--- config.mk ---
export PLATFORM = sky130hd
export DESIGN_NAME = alu_input_loader
export DESIGN_NICKNAME = d
export VERILOG_FILES = /design/src/rtl/alu_input_loader.sv
export SDC_FILE = /design/constraint.sdc
export NUM_CORES = 1
export LEC_CHECK = 0
export CORE_MARGIN = 5
export CORE_UTILIZATION = 49
export CTS_CLUSTER_DIAMETER = 80
export DETAILED_ROUTE_END_ITERATION = 10
export GPL_TIMING_DRIVEN = 1
export PLACE_DENSITY_LB_ADDON = 0.2
export SLEW_MARGIN = 20
export SYNTH_ARGS = -nofsm -noshare
export SYNTH_HDL_FRONTEND = slang
export SYNTH_SLANG_ARGS = --single-unit
--- constraint.sdc ---
create_clock -name clk -period 2.5 [get_ports clk]
set_input_delay 0.5 -clock clk [delete_from_list [all_inputs] [get_ports clk]]
set_output_delay 0.5 -clock clk [all_outputs]
set_load 0.02 [all_outputs]
--- src/rtl/alu_input_loader.sv ---
// Sequencer between board I/O and the combinational ALU: debounced button presses load A, B, op; result is latched to LEDs.
// Optional macro LOADER_LIVE_RESULT_EN: o_leds follows i_result every clock instead of only in ST_RUN.
module alu_input_loader #(
  parameter int NB_DATA         = 4,
  parameter int NB_OP           = 6,
  parameter int NB_SW           = 8,
  parameter int DEBOUNCE_CYCLES = 16
) (
  input  logic               clk,
  input  logic               i_rst_n,
  input  logic [NB_SW-1:0]   i_sw,
  input  logic               i_btn,
  input  logic [NB_DATA-1:0] i_result,
  output logic [NB_DATA-1:0] o_datoA,
  output logic [NB_DATA-1:0] o_datoB,
  output logic [NB_OP-1:0]   o_operation,
  output logic [NB_DATA-1:0] o_leds,
  output logic [1:0]         o_state,
  output logic               o_done
);

  localparam int NB_CNT = $clog2(DEBOUNCE_CYCLES + 1);
  localparam logic [NB_CNT-1:0] CNT_LAST = NB_CNT'(DEBOUNCE_CYCLES - 1);

  typedef enum logic [1:0] {
    ST_A   = 2'd0,
    ST_B   = 2'd1,
    ST_OP  = 2'd2,
    ST_RUN = 2'd3
  } state_t;

  logic              sync1_q, sync2_q;
  logic              db_q, db_d;
  logic [NB_CNT-1:0] cnt_q, cnt_d;
  logic              load_evt;

  state_t            state_q, state_d;
  logic [NB_DATA-1:0] dato_a_q, dato_a_d;
  logic [NB_DATA-1:0] dato_b_q, dato_b_d;
  logic [NB_OP-1:0]   op_q, op_d;
  logic [NB_DATA-1:0] leds_q, leds_d;
  logic               done_q, done_d;

  // Upper switch bits beyond the operand/opcode fields are intentionally ignored.
  logic unused_sw;
  assign unused_sw = ^i_sw;

  // Debounce: a new level must be seen DEBOUNCE_CYCLES samples in a row.
  always_comb begin
    cnt_d = '0;
    db_d  = db_q;
    if (sync2_q != db_q) begin
      if (cnt_q == CNT_LAST) begin
        db_d = sync2_q;
      end else begin
        cnt_d = cnt_q + NB_CNT'(1);
      end
    end
  end

  // Event is asserted in the cycle whose closing edge raises the debounced level.
  assign load_evt = db_d & ~db_q;

  always_comb begin
    state_d  = state_q;
    dato_a_d = dato_a_q;
    dato_b_d = dato_b_q;
    op_d     = op_q;
    done_d   = 1'b0;
`ifdef LOADER_LIVE_RESULT_EN
    leds_d   = i_result;
`else
    leds_d   = leds_q;
`endif
    case (state_q)
      ST_A: begin
        if (load_evt) begin
          dato_a_d = i_sw[NB_DATA-1:0];
          state_d  = ST_B;
        end
      end
      ST_B: begin
        if (load_evt) begin
          dato_b_d = i_sw[NB_DATA-1:0];
          state_d  = ST_OP;
        end
      end
      ST_OP: begin
        if (load_evt) begin
          op_d    = i_sw[NB_OP-1:0];
          state_d = ST_RUN;
        end
      end
      ST_RUN: begin
        leds_d  = i_result;
        done_d  = 1'b1;
        state_d = ST_A;
      end
      default: state_d = ST_A;
    endcase
  end

  always_ff @(posedge clk or negedge i_rst_n) begin
    if (!i_rst_n) begin
      sync1_q  <= 1'b0;
      sync2_q  <= 1'b0;
      db_q     <= 1'b0;
      cnt_q    <= '0;
      state_q  <= ST_A;
      dato_a_q <= '0;
      dato_b_q <= '0;
      op_q     <= '0;
      leds_q   <= '0;
      done_q   <= 1'b0;
    end else begin
      sync1_q  <= i_btn;
      sync2_q  <= sync1_q;
      db_q     <= db_d;
      cnt_q    <= cnt_d;
      state_q  <= state_d;
      dato_a_q <= dato_a_d;
      dato_b_q <= dato_b_d;
      op_q     <= op_d;
      leds_q   <= leds_d;
      done_q   <= done_d;
    end
  end

  assign o_datoA     = dato_a_q;
  assign o_datoB     = dato_b_q;
  assign o_operation = op_q;
  assign o_leds      = leds_q;
  assign o_state     = state_q;
  assign o_done      = done_q;

endmodule

# Word level (Yosys, flattened, before mapping)
# Cells that the tools add are included.
dict set report classes {
  n_addsub 1
  mul 0
  div_mod_pow 0
  magnitude_cmp 0
  n_eq_ne 8
  shift 0
  n_mux 9
  bitwise_logic 2
  n_reduce_logical 5
}
# op n
set ops {}
lappend ops {{5-bit 2-to-1 mux} 2}
lappend ops {{2-bit one-hot mux with 4 select lines} 1}
lappend ops {{2-bit 2-to-1 mux} 3}
lappend ops {{2-bit inequality test (second input constant)} 3}
lappend ops {{2-bit AND reduction} 3}
lappend ops {{5-bit by 1-bit adder with 5-bit output (second input constant)} 1}
lappend ops {{5-bit by 4-bit == test with 1-bit output (second input constant)} 1}
lappend ops {{2-bit == test (second input constant)} 2}
lappend ops {{1-bit 2-to-1 mux} 3}
lappend ops {{3-bit AND reduction} 1}
lappend ops {{2-bit by 1-bit == test with 1-bit output (second input constant)} 1}
lappend ops {{2-bit zero test} 1}
lappend ops {{1-bit AND} 1}
lappend ops {{1-bit inequality test} 1}
lappend ops {{1-bit NOT} 1}
dict set report word_totals {
  register_bits 29
  latchBits 0
  ramBits 0
  mem_bits_ro 0
  input_bits 15
  output_inout_bits 21
  word_cells 35
  n_memories 0
}

# Logic depth before layout (Yosys ltp)
# Gate-level depths: netlist (run 1).
dict set report depth {
  depth_word 6
  depth_mapped 5
  ltp_nobuf 5
}

# Worst setup path before layout (run 1)
# Ideal clock, no wire load.
dict set report synth_path {
  path_kind {register -> register}
  from {register state_q[0] (netlist: o_state[0])}
  to {register op_q[0] (netlist: o_operation[0])}
  setup_time_ns 0.125
  arrival_time_ns 1.438
  t_required_ns 2.375
  path_slack_ns 0.937
  path_stages_with_launch 6
  path_buffers 0
  synth_period_minus_slack_ns 1.563
  path_cell_list {dfrtp_1 -> inv_1 -> ha_1 -> inv_1 -> nor3_4 -> mux2_2}
}
dict set report synth_via {
  elab_chain_cells 2
}
# element line
set synth_rtl {}
lappend synth_rtl {{start, declared} 37} ;# state_t state_q, state_d;
lappend synth_rtl {{start signal, assigned} 120} ;# state_q <= state_d;
lappend synth_rtl {{2-bit == test} 75} ;# case (state_q)
lappend synth_rtl {{2-bit AND reduction (no source line)} -}
lappend synth_rtl {{end signal, assigned} 123} ;# op_q <= op_d;
lappend synth_rtl {{end, declared} 40} ;# logic [NB_OP-1:0] op_q, op_d;
# No other way between the ends.
# A chain may end at the register's enable or synchronous reset.

# Worst setup path in the final report (run 1)
dict set report layout_path {
  from {register state_q[1] (netlist: o_state[1])}
  to {output o_state[1]}
}
# element line
set layout_rtl {}
lappend layout_rtl {{end, declared} 18} ;# output logic [1:0] o_state,
# No word-level cell between the ends.

==> summary.md, run 1 <==
| Metric | Value |
|---|---|
| Result of the run | `complete, no violations` |
| Number of instances in the synthesized netlist | `80` |
| Cell with the biggest individual delay on the critical path | `sky130_fd_sc_hd__clkdlybuf4s50_1` |
| Share of the clock period used by the worst path | `73.8%` |
| Post-placement cell area | `0.00158 mm2` |
| Slack of the worst reg-to-reg path | `0.80 ns` |
| Buffers inserted during post-CTS setup optimization | `0` |
| Routability Congestion | `0.648` |
| Via count | `754` |
| FF+latch count, synth | `29` |
| Setup repair after global routing missed its margin | `false` |
| Number of nets in the finished design | `141` |
| Number of hold violations in the final report | `0` |
| Clock tree from TritonCTS | `yes` |
| Ratio of cells with drive above 1 in the final layout | `27.3%` |
| Clock skew | `0.00577 ns` |
| Cell type group with the largest total delay on the critical path | `buffers and inverters` |
| Peak clock frequency supported by timing | `542 MHz` |
| Largest area contributor in the netlist | `sky130_fd_sc_hd__dfrtp_1` |
| Worst hold path stage count | `0` |
| Cell chain of the critical path | `clkdlybuf4s50_1` |
| Number of buffers and inverters on the critical path | `1` |
| Count of distinct cell types in the synthesized netlist | `19` |
| Worst Setup Start Kind | `register` |
| P per Cell Area | `485 mW/mm2` |
| Peak per-stage delay on the critical path | `0.63 ns` |
| Final Cell Area | `0.00163 mm2` |
| Number of slew-limit violations in the final report | `0` |
| Max-capacitance violation count | `0` |
| Die area | `0.00355 mm2` |
| Area share of the leading cell type in the synthesized netlist | `60.3%` |
| Starting utilization of the core area | `49.9%` |
| Number of iterations in the first detailed-routing pass | `2` |
| Sequential area share after synthesis | `60.3%` |
| Total congestion overflow after global routing | `0` |
| Type of destination of the critical path | `primary output` |
| Total power after layout | `0.793 mW` |
| Final routed DRC violation total | `0` |
| DRT antenna net count | `0` |
| Count of port buffers added during placement | `33` |
| Sum of routed wire length over all layers | `2090 um` |
| Sinks on the clock net | `29` |
| Clock slew seen by the registers of the worst setup and hold paths | `0.08 ns` |
| Wire length per cell after detailed routing | `13.8 um` |
| Syn-to-layout area delta | `35.8%` |
| Number of setup violations in the final report | `0` |
| # IOs | `36` |
| Global-route wire length before repair | `3670 um` |
| Area of the core region | `0.00241 mm2` |
| Total stage count of the critical path | `1` |
| Placement Rows | `18` |
| Root buf cell | `sky130_fd_sc_hd__clkbuf_4` |
| ANT cells | `0` |
| Summed instance area of the synthesized netlist | `0.00120 mm2` |
| Net Count, Synth | `100` |
| Via count of the first global-routing pass | `851` |
| Number of buffers inserted by hold repair at cts | `0` |
| Die X | `59.6 um` |
| WP data required | `2.00 ns` |
| Number of flops mapped to enable cells by yosys | `0` |
| Number of buffers on the longest clock path | `2` |
| Max_slew headroom | `75.7%` |
| Static Leak | `0.823 nW` |
| Arrival time reported for the critical path endpoint | `1.35 ns` |
| Length in cells of the worst reg-to-reg path | `4` |
| H-Tree Level Count | `2` |
| Commonest cells post-synth | `29 x sky130_fd_sc_hd__dfrtp_1, 20 x sky130_fd_sc_hd__mux2_2, 5 x sky130_fd_sc_hd__ha_1, 5 x sky130_fd_sc_hd__inv_1` |
| Synthesized area per cell | `15.0 um2` |
| Vert. Die Dim | `59.6 um` |
| Worst skew pair latency | `0.31 ns` |
| Largest net degree at the start of global routing | `30` |
| Number of antenna violations at the first check in global routing | `0` |
| Number of design-rule violations left by the first detailed-router iteration | `22` |
| Most common cell in the synthesized netlist | `sky130_fd_sc_hd__dfrtp_1` |
| Share of synthesized registers carrying an async set or reset | `100%` |
| Setup Total Neg Slack | `0 ns` |
| Maximum resistive drop on vdd | `0.400 mV` |
| Path type of the worst min-delay path | `reg2reg` |
| Predominant post-synthesis flop cell | `sky130_fd_sc_hd__dfrtp_1` |
| Overall global routing resource usage | `14.5%` |
| Crit Path Max Fanout | `5` |
| Tightest Pin Transition | `0.363 ns` |
| Yosys synthesis warning count | `0` |
| Number of buffers inserted during clock tree synthesis | `5` |
| Largest cells by area after synthesis | `sky130_fd_sc_hd__dfrtp_1 60%, sky130_fd_sc_hd__mux2_2 19%, sky130_fd_sc_hd__ha_1 5.2%, sky130_fd_sc_hd__nor3_4 2.7%, sky130_fd_sc_hd__xor2_1 2.2%` |
| Startpoint-to-endpoint class of the critical path | `reg2out` |
| HPWL after detailed placement | `1580 um` |
| Period minus WS final | `1.85 ns` |
| Post-detailed-route via-to-cell ratio | `4.99` |
| Post-CTS sizing | `0` |
[through the flow]
step	cells	hold WS [ns]	utilization, %	setup WS [ns]
2_1_floorplan	80	0.204	-	0.937
3_3_place_gp	144	0.336	65.5	0.843
3_5_place_dp	144	0.341	65.5	0.795
4_1_cts	151	0.362	67.8	0.618
5_1_grt	151	0.367	67.8	0.581
6_report	151	0.357	67.8	0.654
[path summary, 6_finish.rpt]
kind	from	to
setup reg to reg	cnt_q[0]	o_operation[0]
hold / removal	sync1_q	sync2_q
min in group asynchronous	i_rst_n	cnt_q[2]
max in group asynchronous	i_rst_n	o_operation[0]
hold reg to reg	sync1_q	sync2_q
setup / recovery	o_state[1]	o_state[1]
[cell usage in the layout (no fill, tap or decap), types with 2 or more instances in the layout]
cell and n:
sky130_fd_sc_hd__nor3_4 2, sky130_fd_sc_hd__xor2_1 3, sky130_fd_sc_hd__ha_1 5, sky130_fd_sc_hd__clkdlybuf4s50_1 33, sky130_fd_sc_hd__nor2_1 3, sky130_fd_sc_hd__dfrtp_1 29, sky130_fd_sc_hd__nand2_1 2, sky130_fd_sc_hd__clkbuf_4 5
sky130_fd_sc_hd__mux2_2 20, sky130_fd_sc_hd__inv_1 5
[per-layer routing]
metal  wire, um  vias up  GRT usage, %  part of all wire, %
li1           -      355             -                    -
met1        863      375          15.4                   41
met2       1050       22          23.7                   50
met3        149        2          7.63                  7.1
met4         27        0          6.65                  1.3
met5          0        -             0                    0
[logic make-up (layout without fill, tap and decap cells)]
logic type                 after synthesis  in the layout  share of synthesized area [%]
muxes                                   20             20                           18.7
adders and majority gates                5              5                           5.20
buffers and inverters                    5             46                           1.56
and+or+nand+nor                         13             13                           9.36
DFF                                     29             29                           60.3
xor gates and xnor gates                 3              3                           2.18
AOI/OAI and AO/OA                        5              5                           2.70
[state kept, by name, indices dropped and copies added, names as in the netlist]
register and cells:
o_datoB 4, o_operation 6, o_state 2, sync2_q 1, o_leds 4, o_done 1, db_q 1, cnt_q 5
sync1_q 1, o_datoA 4
[final cells by class]
type	instances	area [um2]
Tap cell	30	37.5
Clock buffer	7	55.1
Inverter	5	18.8
Timing Repair Buffer	34	338
Multi-Input combinational cell	46	459
Sequential cell	29	726
Fill cell	187	776
[power by group]
part	switching, mW	internal, mW	leakage [nW]
Combinational	0.0191	0.0226	0.394
Sequential	0.00476	0.474	0.398
Clock	0.140	0.133	0.0314
Total	0.164	0.629	0.823
(Power assumes the default switching activity.)
==> run 2, diff against run 1 <==
--- a/config.mk
+++ b/config.mk
@@ -6,7 +6,7 @@
 export NUM_CORES = 1
 export LEC_CHECK = 0
 export CORE_MARGIN = 5
-export CORE_UTILIZATION = 49
+export CORE_UTILIZATION = 45
 export CTS_CLUSTER_DIAMETER = 80
 export DETAILED_ROUTE_END_ITERATION = 10
 export GPL_TIMING_DRIVEN = 1
==> constraint.sdc (replaced) <==
create_clock -name clk -period 1.8 [get_ports clk]
set_input_delay 0.36 -clock clk [delete_from_list [all_inputs] [get_ports clk]]
set_output_delay 0.36 -clock clk [all_outputs]
set_load 0.02 [all_outputs]
==> summary.md, run 2 (synthesis results as in run 1) <==
| Metric | Value |
|---|---|
| Most frequent standard cell in the layout excluding fill and tap cells | `sky130_fd_sc_hd__clkdlybuf4s50_1 (unchanged)` |
| Length in cells of the worst reg-to-reg path | `4 (unchanged)` |
| Overall global routing resource usage | `13.6% (was 14.5%)` |
| Max-capacitance violation count | `0 (unchanged)` |
| Peak clock frequency supported by timing | `579 MHz` |
| Number of nets in the finished design | `142 (was 141)` |
| Cell with the biggest individual delay on the critical path | `sky130_fd_sc_hd__clkdlybuf4s50_1 (unchanged)` |
| Buffers inserted during post-CTS setup optimization | `0 (unchanged)` |
| Maximum resistive drop on vdd | `0.657 mV (was 0.400 mV)` |
| Vert. Die Dim | `61.7 um (was 59.6 um)` |
| Cell chain of the critical path | `clkdlybuf4s50_1 (unchanged)` |
| WP data required | `1.44 ns (was 2.00 ns)` |
| Starting utilization of the core area | `47.7% (was 49.9%)` |
| P per Cell Area | `673 mW/mm2 (was 485 mW/mm2)` |
| H-Tree Level Count | `2 (unchanged)` |
| Pre-CTS setup slack | `0.139 ns (was 0.795 ns)` |
| Post-CTS sizing | `0 (unchanged)` |
| Wire length per cell after detailed routing | `14.0 um (was 13.8 um)` |
| Portion of total power attributed to sequential cells | `60.1% (was 60.4%)` |
| Sum of routed wire length over all layers | `2120 um (was 2090 um)` |
| Number of antenna violations at the first check in global routing | `0 (unchanged)` |
| Result of the run | `complete, no violations (unchanged)` |
| Via count of the first global-routing pass | `803 (was 851)` |
| Setup Total Neg Slack | `0 ns (unchanged)` |
| Total power after layout | `1.11 mW (was 0.793 mW)` |
| Source of the critical timing path | `o_state[1] (unchanged)` |
| Share of total power in the clock network | `34.7% (was 34.4%)` |
| Capturing instance or port of the critical path | `o_state[1] (unchanged)` |
| Number of setup violations in the final report | `0 (unchanged)` |
| Max_slew headroom | `75.4% (was 75.7%)` |
| Ratio of cells with drive above 1 in the final layout | `27.9% (was 27.3%)` |
| Count of port buffers added during placement | `33 (unchanged)` |
| Switch share | `21.0% (was 20.7%)` |
| Post-detailed-route via-to-cell ratio | `4.95 (was 4.99)` |
| Die area | `0.00381 mm2 (was 0.00355 mm2)` |
| Number of design-rule violations left by the first detailed-router iteration | `19 (was 22)` |
| Clock tree from TritonCTS | `yes (unchanged)` |
| Clock skew | `0.00541 ns (was 0.00577 ns)` |
| Number of buffers inserted by hold repair at cts | `0 (unchanged)` |
| HPWL after detailed placement | `1560 um (was 1580 um)` |
| Minimum setup slack in the final design | `0.0729 ns (was 0.654 ns)` |
| Number of buffers on the longest clock path | `2 (unchanged)` |
| # IOs | `36 (unchanged)` |
| Largest net degree at the start of global routing | `30 (unchanged)` |
| Number of buffers and inverters on the critical path | `1 (unchanged)` |
| Static Leak | `0.846 nW (was 0.823 nW)` |
| End of the worst register-to-register path | `o_datoA[2] (was o_operation[0])` |
| Total stage count of the critical path | `1 (unchanged)` |
| DRT antenna net count | `0 (unchanged)` |
| Setup repair after global routing missed its margin | `false (unchanged)` |
| Tightest Pin Transition | `0.367 ns (was 0.363 ns)` |
| Arrival time reported for the critical path endpoint | `1.37 ns (was 1.35 ns)` |
| Leading cell types in the layout, fill and taps excluded | `32 x sky130_fd_sc_hd__clkdlybuf4s50_1, 29 x sky130_fd_sc_hd__dfrtp_1, 20 x sky130_fd_sc_hd__mux2_2 (was 33 x sky130_fd_sc_hd__clkdlybuf4s50_1, 29 x sky130_fd_sc_hd__dfrtp_1, 20 x sky130_fd_sc_hd__mux2_2)` |
| Worst skew pair latency | `0.31 ns (about the same)` |
| Area of the core region | `0.00252 mm2 (was 0.00241 mm2)` |
| Number of buffers inserted during clock tree synthesis | `5 (unchanged)` |
| Flip-flop count of the largest register after layout | `6 (unchanged)` |
| ANT cells | `0 (unchanged)` |
| Clock slew seen by the registers of the worst setup and hold paths | `0.08 ns (about the same)` |
| Worst Setup Start Kind | `register (unchanged)` |
| Slack of the worst reg-to-reg path | `0.16 ns (was 0.80 ns)` |
| Cell type group with the largest total delay on the critical path | `buffers and inverters (unchanged)` |
| Routability Congestion | `0.700 (was 0.648)` |
| Global-route wire length before repair | `3520 um (was 3670 um)` |
| P_int | `0.874 mW (was 0.629 mW)` |
| Path type of the worst min-delay path | `reg2reg (unchanged)` |
| Period minus WS final | `1.73 ns` |
| Crit Path Max Fanout | `5 (unchanged)` |
| Root buf cell | `sky130_fd_sc_hd__clkbuf_4 (unchanged)` |
| Number of slew-limit violations in the final report | `0 (unchanged)` |
| Total congestion overflow after global routing | `0 (unchanged)` |
| Combinational cell fraction of total power | `5.2% (was 5.3%)` |
| Number of hold violations in the final report | `0 (unchanged)` |
| Startpoint-to-endpoint class of the critical path | `reg2out (unchanged)` |
| Peak per-stage delay on the critical path | `0.64 ns (was 0.63 ns)` |
| Number of iterations in the first detailed-routing pass | `4 (was 2)` |
| R2r startpoint | `cnt_q[0] (unchanged)` |
| Share of the clock period used by the worst path | `96.0%` |
| Type of destination of the critical path | `primary output (unchanged)` |
| Sinks on the clock net | `29 (unchanged)` |
| Via count | `753 (was 754)` |
| Syn-to-layout area delta | `36.6% (was 35.8%)` |
| Die X | `61.7 um (was 59.6 um)` |
| Final routed DRC violation total | `0 (unchanged)` |
| P_sw | `0.232 mW (was 0.164 mW)` |
| Placement Rows | `18 (unchanged)` |
[run 2: worst min path at each step]
stage / depth (start not counted) / endpoint / from
final: 0 / sync2_q / sync1_q
after global routing: 0 / sync2_q / sync1_q
after CTS: 0 / sync2_q / sync1_q
after detailed placement: 0 / sync2_q / sync1_q
after global placement: 0 / sync2_q / sync1_q
after floorplan: 0 / cnt_q[0] / i_rst_n
[run 2: area by class of cell]
cell class | instances | area [um2]
flip-flops and latches | 29 | 726
multi-input cells | 46 | 459
fillers | 215 | 878
repair buffers | 35 | 348
well taps | 30 | 37.5
inverters | 5 | 18.8
clock buffers | 7 | 55.1
[run 2: through the flow]
step | area (um2) | hold slack (ns) | utilization, % | instances
floorplan | 1200 | 0.0644 | - | 80
global placement | 1590 | 0.336 | 62.9 | 145
detailed placement | 1590 | 0.338 | 62.9 | 145
CTS | 1640 | 0.357 | 65.1 | 152
global route | 1640 | 0.385 | 65.2 | 152
finish | 1640 | 0.355 | 65.2 | 152
[run 2: per-layer routing]
layer / GRT usage (%) / share of wire (%) / routed length, um
met3: 6.61 / 8.5 / 180
met1: 16.3 / 43 / 922
met4: 7.27 / 2.4 / 51
met2: 20.0 / 46 / 969
met5: 0 / 0 / 0
[run 2: power groups by stage]
stage	logic [mW]	registers (mW)	clock network, mW
finish	0.0575	0.665	0.383
global route	0.0652	0.667	0.430
CTS	0.0592	0.665	0.402
detailed placement	0.0587	0.679	0
global placement	0.0572	0.678	0
floorplan	0.0140	0.677	0
